==> src/rtl/shot_pkg.sv <==
// Shared types and screen constants for the shot object and its helpers.
package shot_pkg;

  localparam int unsigned COORD_W       = 11;
  localparam int unsigned SCREEN_WIDTH  = 640;
  localparam int unsigned SCREEN_HEIGHT = 480;

  typedef logic [COORD_W-1:0] coord_t;

  typedef enum logic [1:0] {
    IDLE     = 2'd0,
    FLYING   = 2'd1,
    COOLDOWN = 2'd2
  } shot_state_t;

endpackage

==> src/rtl/shot_rect_check.sv <==
// Registered rectangle qualifier and sprite offsets for a 16x16 object.
module shot_rect_check
  import shot_pkg::*;
#(
  parameter int unsigned OBJECT_WIDTH_X  = 16,
  parameter int unsigned OBJECT_HEIGHT_Y = 16
) (
  input  logic                 clk,
  input  logic                 resetN,
  input  logic [COORD_W-1:0]   pixelX,
  input  logic [COORD_W-1:0]   pixelY,
  input  logic [COORD_W-1:0]   topX,
  input  logic [COORD_W-1:0]   topY,
  input  logic                 enable,
  output logic                 InsideRectangle,
  output logic [COORD_W-1:0]   offsetX,
  output logic [COORD_W-1:0]   offsetY
);

  localparam int unsigned EXT_W = COORD_W + 1;

  logic [EXT_W-1:0] px, py, tx, ty, tx_end, ty_end;
  logic             inside_c;

  // One extra bit so the far edge of the box never wraps.
  always_comb begin
    px       = {1'b0, pixelX};
    py       = {1'b0, pixelY};
    tx       = {1'b0, topX};
    ty       = {1'b0, topY};
    tx_end   = tx + EXT_W'(OBJECT_WIDTH_X);
    ty_end   = ty + EXT_W'(OBJECT_HEIGHT_Y);
    inside_c = enable && (px >= tx) && (px < tx_end) && (py >= ty) && (py < ty_end);
  end

  always_ff @(posedge clk or negedge resetN) begin
    if (!resetN) begin
      InsideRectangle <= 1'b0;
      offsetX         <= '0;
      offsetY         <= '0;
    end else begin
      InsideRectangle <= inside_c;
      offsetX         <= inside_c ? (pixelX - topX) : '0;
      offsetY         <= inside_c ? (pixelY - topY) : '0;
    end
  end

endmodule

==> src/rtl/shot_mover.sv <==
// Single player shot: launch on fire, climb each frame, retire on exit or hit, then cool down.
module shot_mover
  import shot_pkg::*;
#(
  parameter int unsigned OBJECT_WIDTH_X  = 16,
  parameter int unsigned OBJECT_HEIGHT_Y = 16,
  parameter int unsigned SCREEN_W        = SCREEN_WIDTH,
  parameter int unsigned SPEED_Y         = 4,
  parameter int unsigned COOLDOWN_FRAMES = 10
) (
  input  logic                 clk,
  input  logic                 resetN,
  input  logic [COORD_W-1:0]   pixelX,
  input  logic [COORD_W-1:0]   pixelY,
  input  logic                 startOfFrame,
  input  logic                 fire,
  input  logic [COORD_W-1:0]   launchX,
  input  logic [COORD_W-1:0]   launchY,
  input  logic                 collision,
  output logic                 InsideRectangle,
  output logic [COORD_W-1:0]   offsetX,
  output logic [COORD_W-1:0]   offsetY,
  output logic                 shotActive,
  output logic [COORD_W-1:0]   topX,
  output logic [COORD_W-1:0]   topY
);

  localparam int unsigned CNT_W = $clog2(COOLDOWN_FRAMES + 1);
  localparam coord_t      MAX_X = COORD_W'(SCREEN_W - OBJECT_WIDTH_X);
  localparam coord_t      STEP  = COORD_W'(SPEED_Y);

  shot_state_t      state, state_nxt;
  coord_t           top_x_nxt, top_y_nxt;
  logic [CNT_W-1:0] cnt, cnt_nxt;

  // State and position registers.
  always_ff @(posedge clk or negedge resetN) begin
    if (!resetN) begin
      state <= IDLE;
      topX  <= '0;
      topY  <= '0;
      cnt   <= '0;
    end else begin
      state <= state_nxt;
      topX  <= top_x_nxt;
      topY  <= top_y_nxt;
      cnt   <= cnt_nxt;
    end
  end

  // Next state: collision outranks the frame move; leaving the top retires the shot.
  always_comb begin
    state_nxt = state;
    top_x_nxt = topX;
    top_y_nxt = topY;
    cnt_nxt   = cnt;
    unique case (state)
      IDLE: begin
        if (fire) begin
          state_nxt = FLYING;
          top_x_nxt = (launchX > MAX_X) ? MAX_X : launchX;
          top_y_nxt = launchY;
        end
      end
      FLYING: begin
        if (collision) begin
          state_nxt = COOLDOWN;
          cnt_nxt   = CNT_W'(COOLDOWN_FRAMES);
        end else if (startOfFrame) begin
          if (topY < STEP) begin
            state_nxt = COOLDOWN;
            cnt_nxt   = CNT_W'(COOLDOWN_FRAMES);
          end else begin
            top_y_nxt = topY - STEP;
          end
        end
      end
      COOLDOWN: begin
        if (startOfFrame) begin
          if (cnt != '0) cnt_nxt = cnt - CNT_W'(1);
          else           state_nxt = IDLE;
        end
      end
      default: state_nxt = IDLE;
    endcase
  end

  // Outputs decoded from the state register.
  always_comb begin
    shotActive = 1'b0;
    if (state == FLYING) shotActive = 1'b1;
  end

  shot_rect_check #(
    .OBJECT_WIDTH_X  (OBJECT_WIDTH_X),
    .OBJECT_HEIGHT_Y (OBJECT_HEIGHT_Y)
  ) u_rect (
    .clk             (clk),
    .resetN          (resetN),
    .pixelX          (pixelX),
    .pixelY          (pixelY),
    .topX            (topX),
    .topY            (topY),
    .enable          (shotActive),
    .InsideRectangle (InsideRectangle),
    .offsetX         (offsetX),
    .offsetY         (offsetY)
  );

endmodule

==> config.mk <==
export PLATFORM = sky130hd
export DESIGN_NAME = shot_mover
export DESIGN_NICKNAME = d
export VERILOG_FILES = /design/src/rtl/shot_pkg.sv /design/src/rtl/shot_rect_check.sv /design/src/rtl/shot_mover.sv
export SDC_FILE = /design/constraint.sdc
export NUM_CORES = 1
export LEC_CHECK = 0
export BUFFER_PORTS_ARGS = -buffer_cell sky130_fd_sc_hd__clkbuf_2
export CAP_MARGIN = 20
export CORE_ASPECT_RATIO = 1.4
export CORE_UTILIZATION = 30
export CTS_BUF_LIST = sky130_fd_sc_hd__clkbuf_16
export CTS_CLUSTER_DIAMETER = 30
export DETAILED_ROUTE_END_ITERATION = 16
export MAX_ROUTING_LAYER = met4
export PLACE_DENSITY = 0.55
export SYNTH_ARGS = -nofsm -noshare
export SYNTH_HDL_FRONTEND = slang
export SYNTH_SLANG_ARGS = --single-unit
==> constraint.sdc <==
create_clock -name clk -period 3.4 [get_ports clk]
set_input_delay 0.34 -clock clk [delete_from_list [all_inputs] [get_ports clk]]
set_output_delay 0.34 -clock clk [all_outputs]
set_load 0.02 [all_outputs]
=== Word-level counts from Yosys, hierarchy flattened ===
Index checks and enable logic that the tools add are counted.

* Register bits: 51
* Input bits: 49

* Reductions and logical operators: 12
* Magnitude comparators: 6
* Add/sub/neg operators: 6
* Equal/unequal tests: 11
* Multiplexer cells: 22

{| class="wikitable"
|+ Operators by type and width
! cell !! number
|-
| 11-bit two-way mux || 7
|-
| 11-bit by 5-bit adder with 12-bit output, second input constant || 2
|-
| 11-bit by 12-bit less-than comparator with 1-bit output || 2
|-
| 11-bit greater-or-equal comparator || 2
|-
| 11-bit one-hot mux with 2 select lines || 1
|-
| 11-bit subtractor || 2
|-
| 4-bit two-way mux || 5
|-
| 5-bit AND reduction || 3
|-
| 2-bit inequality test, second input constant || 7
|-
| 2-bit two-way mux || 6
|-
| 11-bit by 10-bit > comparator with 1-bit output, second input constant || 1
|-
| 11-bit by 3-bit less-than comparator with 1-bit output, second input constant || 1
|-
| 11-bit by 3-bit subtractor with 11-bit output, second input constant || 1
|-
| 4-bit one-hot mux with 2 select lines || 1
|-
| 3-bit inequality test, second input constant || 2
|-
| 2-bit one-hot mux with 3 select lines || 1
|-
| 1-bit logical AND || 4
|-
| 2-bit nonzero test || 2
|-
| 4-bit nonzero test || 1
|-
| 4-bit by 1-bit subtractor with 4-bit output, second input constant || 1
|-
| 2-bit by 1-bit == test with 1-bit output, second input constant || 1
|-
| 2-bit == test, second input constant || 1
|-
| 2-bit zero test || 1
|-
| 2-bit AND reduction || 1
|-
| 1-bit two-way mux || 1
|}

=== Logic depth before layout (Yosys ltp) ===
* Depth after elaboration: 7
* Mapped depth: 13
* Mapped depth without buffers: 11

=== Cells and area by module ===
From an unflattened synthesis, not the netlist that was laid out.

* Cells, all modules: 409
* Area total of the unflattened synthesis: 3809.9 µm²

{| class="wikitable"
|+ Modules (own cells, without submodules)
! module !! seq. area each (µm²) !! cells each !! area an instance (µm²) !! instances
|-
| shot_rect_check || 575.6 || 254 || 2258.4 || 1
|-
| shot_mover || 700.7 || 155 || 1551.5 || 1
|}

=== Worst setup path before layout ===
Ideal clock, no wire load.

* Path type: reg2reg
* Start point: register topY[6]
* End point: register u_rect.offsetX[3]
* Period minus slack after synthesis: 2.626 ns
* Path slack: 0.774 ns
* Arrival: 2.545 ns
* Cell stages (with the launch flop): 14
* Buffers on the path: 2
* Setup time: 0.080 ns
* Cell sequence: dfrtp_1 -> buf_2 -> inv_1 -> nor3_1 -> nand3_1 -> xnor2_1 -> ha_1 -> a21o_1 -> a21oi_1 -> o221ai_2 -> a211oi_2 -> o311ai_4 -> buf_6 -> nor3_2

* Word-level cells in the longest chain between the ends: 4

{| class="wikitable"
|+ Ends and longest elaborated chain
! element !! line !! text
|-
| start, declared || shot_mover.sv:25 || <nowiki>output logic [COORD_W-1:0] topY</nowiki>
|-
| start signal, assigned || shot_mover.sv:46 || <nowiki>topY <= top_y_nxt;</nowiki>
|-
| 11-bit by 5-bit adder with 12-bit output or 11-bit greater-or-equal comparator (tied branches) || shot_rect_check.sv:32, shot_rect_check.sv:33 ||
|-
| 11-bit by 12-bit less-than comparator with 1-bit output or 1-bit logical AND (tied branches) || shot_rect_check.sv:33 || <nowiki>inside_c = enable && (px >= tx) && (px < tx_end) && (py >= ty) && (py < ty_end);</nowiki>
|-
| 1-bit logical AND * || shot_rect_check.sv:33 ||
|-
| 11-bit two-way mux * || shot_rect_check.sv:43 || <nowiki>offsetX <= inside_c ? (pixelX - topX) : '0;</nowiki>
|-
| end signal, assigned || shot_rect_check.sv:43 ||
|-
| end, declared || shot_rect_check.sv:16 || <nowiki>output logic [COORD_W-1:0] offsetX,</nowiki>
|}

Mark *: on every way between the ends. The rest lies on a longest branch, timed or not.
A chain may end at the register's enable or synchronous reset.

=== Worst setup path after layout ===
* Start point: register topY[6]
* End point: register u_rect.offsetX[10]

Same word-level chain as after synthesis.

==> flow_summary.yaml <==
status:
  status: "complete, but fails checks"
  failed_checks: "negative hold slack"
pwr:
  ir_drop_uv: 282
  pwr_density_cell_mw_per_mm2: 808
  p_leak_nw: 2.21
detailed_routing:
  drt.antenna.violating_nets: 0
  firstDrtPassIters: 4
  routedWlPerCell_um: 14.3
  routed_via_density: 4.97
  finalWirelength_um: 9400
  drtIter0Drc: 97
  remaining_drc_errors: 0
  via_count: 3262
layout:
  nets: 600
  num_antenna_cells: 0
  area_delta_synth_final_pct: 21.4
  nFillCells: 1245
  multi_input_area_mm2: 0.00219
  ff_latch_area_mm2: 0.00128
  final_util_pct: 37.5
  layout-drive-gt1-share_pct: 23.2
critical_path:
  cp.arrival_ps: 3100
  crit_chain: "inv_1, nor3_1, nand3_1, xnor2_1, ha_1, a21o_1, a21oi_1, o221ai_2, a211oi_2, o311ai_4, nor4_1"
  critical_path_class: "reg2reg"
  required_ps: 3590
  r2r_end: "u_rect.offsetX[10]$_DFF_PN0_"
  slowest_stage: "dfrtp_1"
  slowest_delay_ps: 490
  start_kind: "flip-flop"
  r2r_setup_slack_ps: 490
  cp-end-kind: "flip-flop"
  r2r_start: "topY[6]$_DFFE_PN0P_"
  crit_path_max_fanout: 23
  worstRegToRegCells: 11
synth:
  netlist_instances: 413
  ys_warn_count: 0
  synthFlopType: "dfrtp_1"
  synth_nets: 505
  synth-edff-count: 0
  yosysUniqueCellTypes: 56
  syn-cell-area_mm2: 0.00365
  syn_area_per_cell_um2: 8.85
  synth-async-reset-ratio_pct: 100
  ys_seq_elements: 51
  ys_seq_area_share_pct: 34.9
timing:
  holdWs_ps: -4.42
  fin_skew_ps: 9.64
  finalHoldViolations: 4
  final_max_slew_viol_count: 0
  final.setup.tns_ps: 0
  max-slew-margin-rel_pct: 35.6
  fmax_mhz: 343
  setup_viol: 0
  period_needed_ps: 2910
  period_share_pct: 85.7
  rsz0062_at_grt: "false"
  tightest_slew_ps: 964
  setup_ws_ps: 487
floorplan:
  die_y_um: 133
  rows: 47
  initial_utilization_pct: 30.9
  pin_count: 95
  dieArea_mm2: 0.0126
  core_area_mm2: 0.0118
  die_w_um: 95.3
clock_tree:
  post_cts_buffers: 0
  root_buffer: "clkbuf_16"
  hold_buffers: 0
  cts_buffers: 5
  cts.sinks: 51
  path_clk_slew_ps: 70
  cts_tree: "done"
  ctsLongestPathBuffers: 2
  clock_latency_ps: 290
  cts_resized: 0
  h-tree-depth: 2
place:
  gp_congestion: 0.832
  post-dp-hpwl_um: 7710
  portBuffers: 94
  pre_cts_ws_ps: 485
hold_path:
  hold_class: "in2async"
global_route:
  antenna_found_initial: 0
  grt_pass1_wl_um: 15700
  grt_pass1_vias: 3241
  grt_max_degree: 41
  grt.overflow.total: 0
  grt_usage_pct: 16.3
flow_run:
  max_cap_viol_count: 0
[per-layer routing]
layer | global-route usage, % | wire length, µm | share of wire [%] | vias to the layer above
li1 | - | - | - | 1656
met2 | 27.7 | 4850 | 52 | 68
met4 | 5.72 | 230 | 2.4 | 0
met3 | 2.82 | 382 | 4.1 | 14
met1 | 19.1 | 3940 | 42 | 1524
met5 | - | 0 | 0 | -
[cell type report]
cell class	count	area share (%)
clock buffers	5	2.82
clock inverters	3	0.254
inverters	36	3.05
multi-input cells	316	49.4
flip-flops and latches	51	28.8
well taps	147	4.15
repair buffers	98	11.6
[stage by stage]
stage                     std cells  cell area, µm²  hold slack [ps]  total power (W)
after floorplan                 413            3650             44.4          0.00255
after global placement          647            4280              535          0.00308
after detailed placement        647            4280              535          0.00311
after CTS                       655            4420              235          0.00362
after global routing            656            4440             33.2          0.00396
final                           656            4440            -4.42          0.00359
[registers in the layout, summed over array words and instances, names as in the netlist]
register	flops
state	2
cnt	4
u_rect.offsetY	11
u_rect.InsideRectangle	1
u_rect.offsetX	11
topY	11
topX	11
[cells in the final DEF, fill, tap and decap left out, types with 3 or more instances in the layout]
master / count
xnor2_1: 14
clkbuf_16: 5
nor3_1: 18
a31oi_1: 4
dfrtp_1: 51
nor4_1: 4
nand3_1: 11
inv_1: 35
xor2_1: 5
a211oi_1: 4
and3_1: 3
a2bb2oi_1: 3
o22ai_1: 4
ha_1: 41
nand4_1: 6
a21oi_1: 37
nor2b_1: 7
nor2_1: 38
buf_4: 3
nand2_1: 31
o21a_1: 5
o21ai_0: 29
clkbuf_2: 94
a21o_1: 9
nand2b_1: 4
nor3_2: 3
[critical path, delay by kind of cell, from the launching register on]
| family | cells | cell delay, ps |
|---|---|---|
| adders and majority gates | 1 | 290 |
| DFF | 1 | 490 |
| and+or+nand+nor | 3 | 730 |
| xor gates and xnor gates | 1 | 150 |
| buffers and inverters | 1 | 130 |
| AOI/OAI and AO/OA | 5 | 1030 |
[synth_stat cells (2+ instances only)]
master | number | area share [%]
dfrtp_1 | 51 | 35
ha_1 | 41 | 14
nor2_1 | 38 | 3.9
a21oi_1 | 37 | 5.1
inv_1 | 34 | 3.5
nand2_1 | 31 | 3.2
o21ai_0 | 29 | 4.0
nor3_1 | 18 | 2.5
xnor2_1 | 14 | 3.4
nand3_1 | 11 | 1.5
a21o_1 | 9 | 1.8
nor2b_1 | 7 | 1.2
nand4_1 | 6 | 1.0
buf_2 | 5 | 0.68
o21a_1 | 5 | 1.0
xor2_1 | 5 | 1.2
a211oi_1 | 4 | 0.82
a31oi_1 | 4 | 0.68
nand2b_1 | 4 | 0.68
nor4_1 | 4 | 0.68
o22ai_1 | 4 | 0.68
a2bb2oi_1 | 3 | 0.72
and3_1 | 3 | 0.51
clkbuf_1 | 3 | 0.31
nor3_2 | 3 | 0.82
a211o_1 | 2 | 0.48
a22o_1 | 2 | 0.48
fa_1 | 2 | 1.1
inv_2 | 2 | 0.21
mux2i_1 | 2 | 0.55
nor3b_1 | 2 | 0.41
nor4_4 | 2 | 1.2
o211a_1 | 2 | 0.55
o21bai_1 | 2 | 0.41
[cell families after synthesis]
group / Yosys count / share of synthesized area (%)
AOI/OAI and AO/OA: 116 / 20.4
xor gates and xnor gates: 19 / 4.55
adders and majority gates: 43 / 15.1
buffers and inverters: 46 / 5.10
DFF: 51 / 34.9
muxes: 3 / 0.856
and+or+nand+nor: 135 / 19.0
[worst max-delay path by stage]
stage	start	end	slack (ps)	depth (start not counted)
finish	topY[6]$_DFFE_PN0P_	u_rect.offsetX[10]$_DFF_PN0_	490	11
global route	topY[6]$_DFFE_PN0P_	u_rect.offsetX[10]$_DFF_PN0_	120	11
CTS	topY[6]$_DFFE_PN0P_	u_rect.offsetX[10]$_DFF_PN0_	450	11
floorplan	topY[6]$_DFFE_PN0P_	u_rect.offsetX[3]$_DFF_PN0_	770	13
detailed placement	topY[6]$_DFFE_PN0P_	u_rect.offsetX[10]$_DFF_PN0_	480	11
global placement	topY[6]$_DFFE_PN0P_	u_rect.offsetX[10]$_DFF_PN0_	560	11
[power breakdown]
group          internal (W)  switching (W)  total (W)
combinational      0.000841        0.00130    0.00214
sequential         0.000764       0.000189   0.000953
clock              0.000266       0.000224   0.000490
total               0.00187        0.00171    0.00359
(Power assumes the default switching activity.)
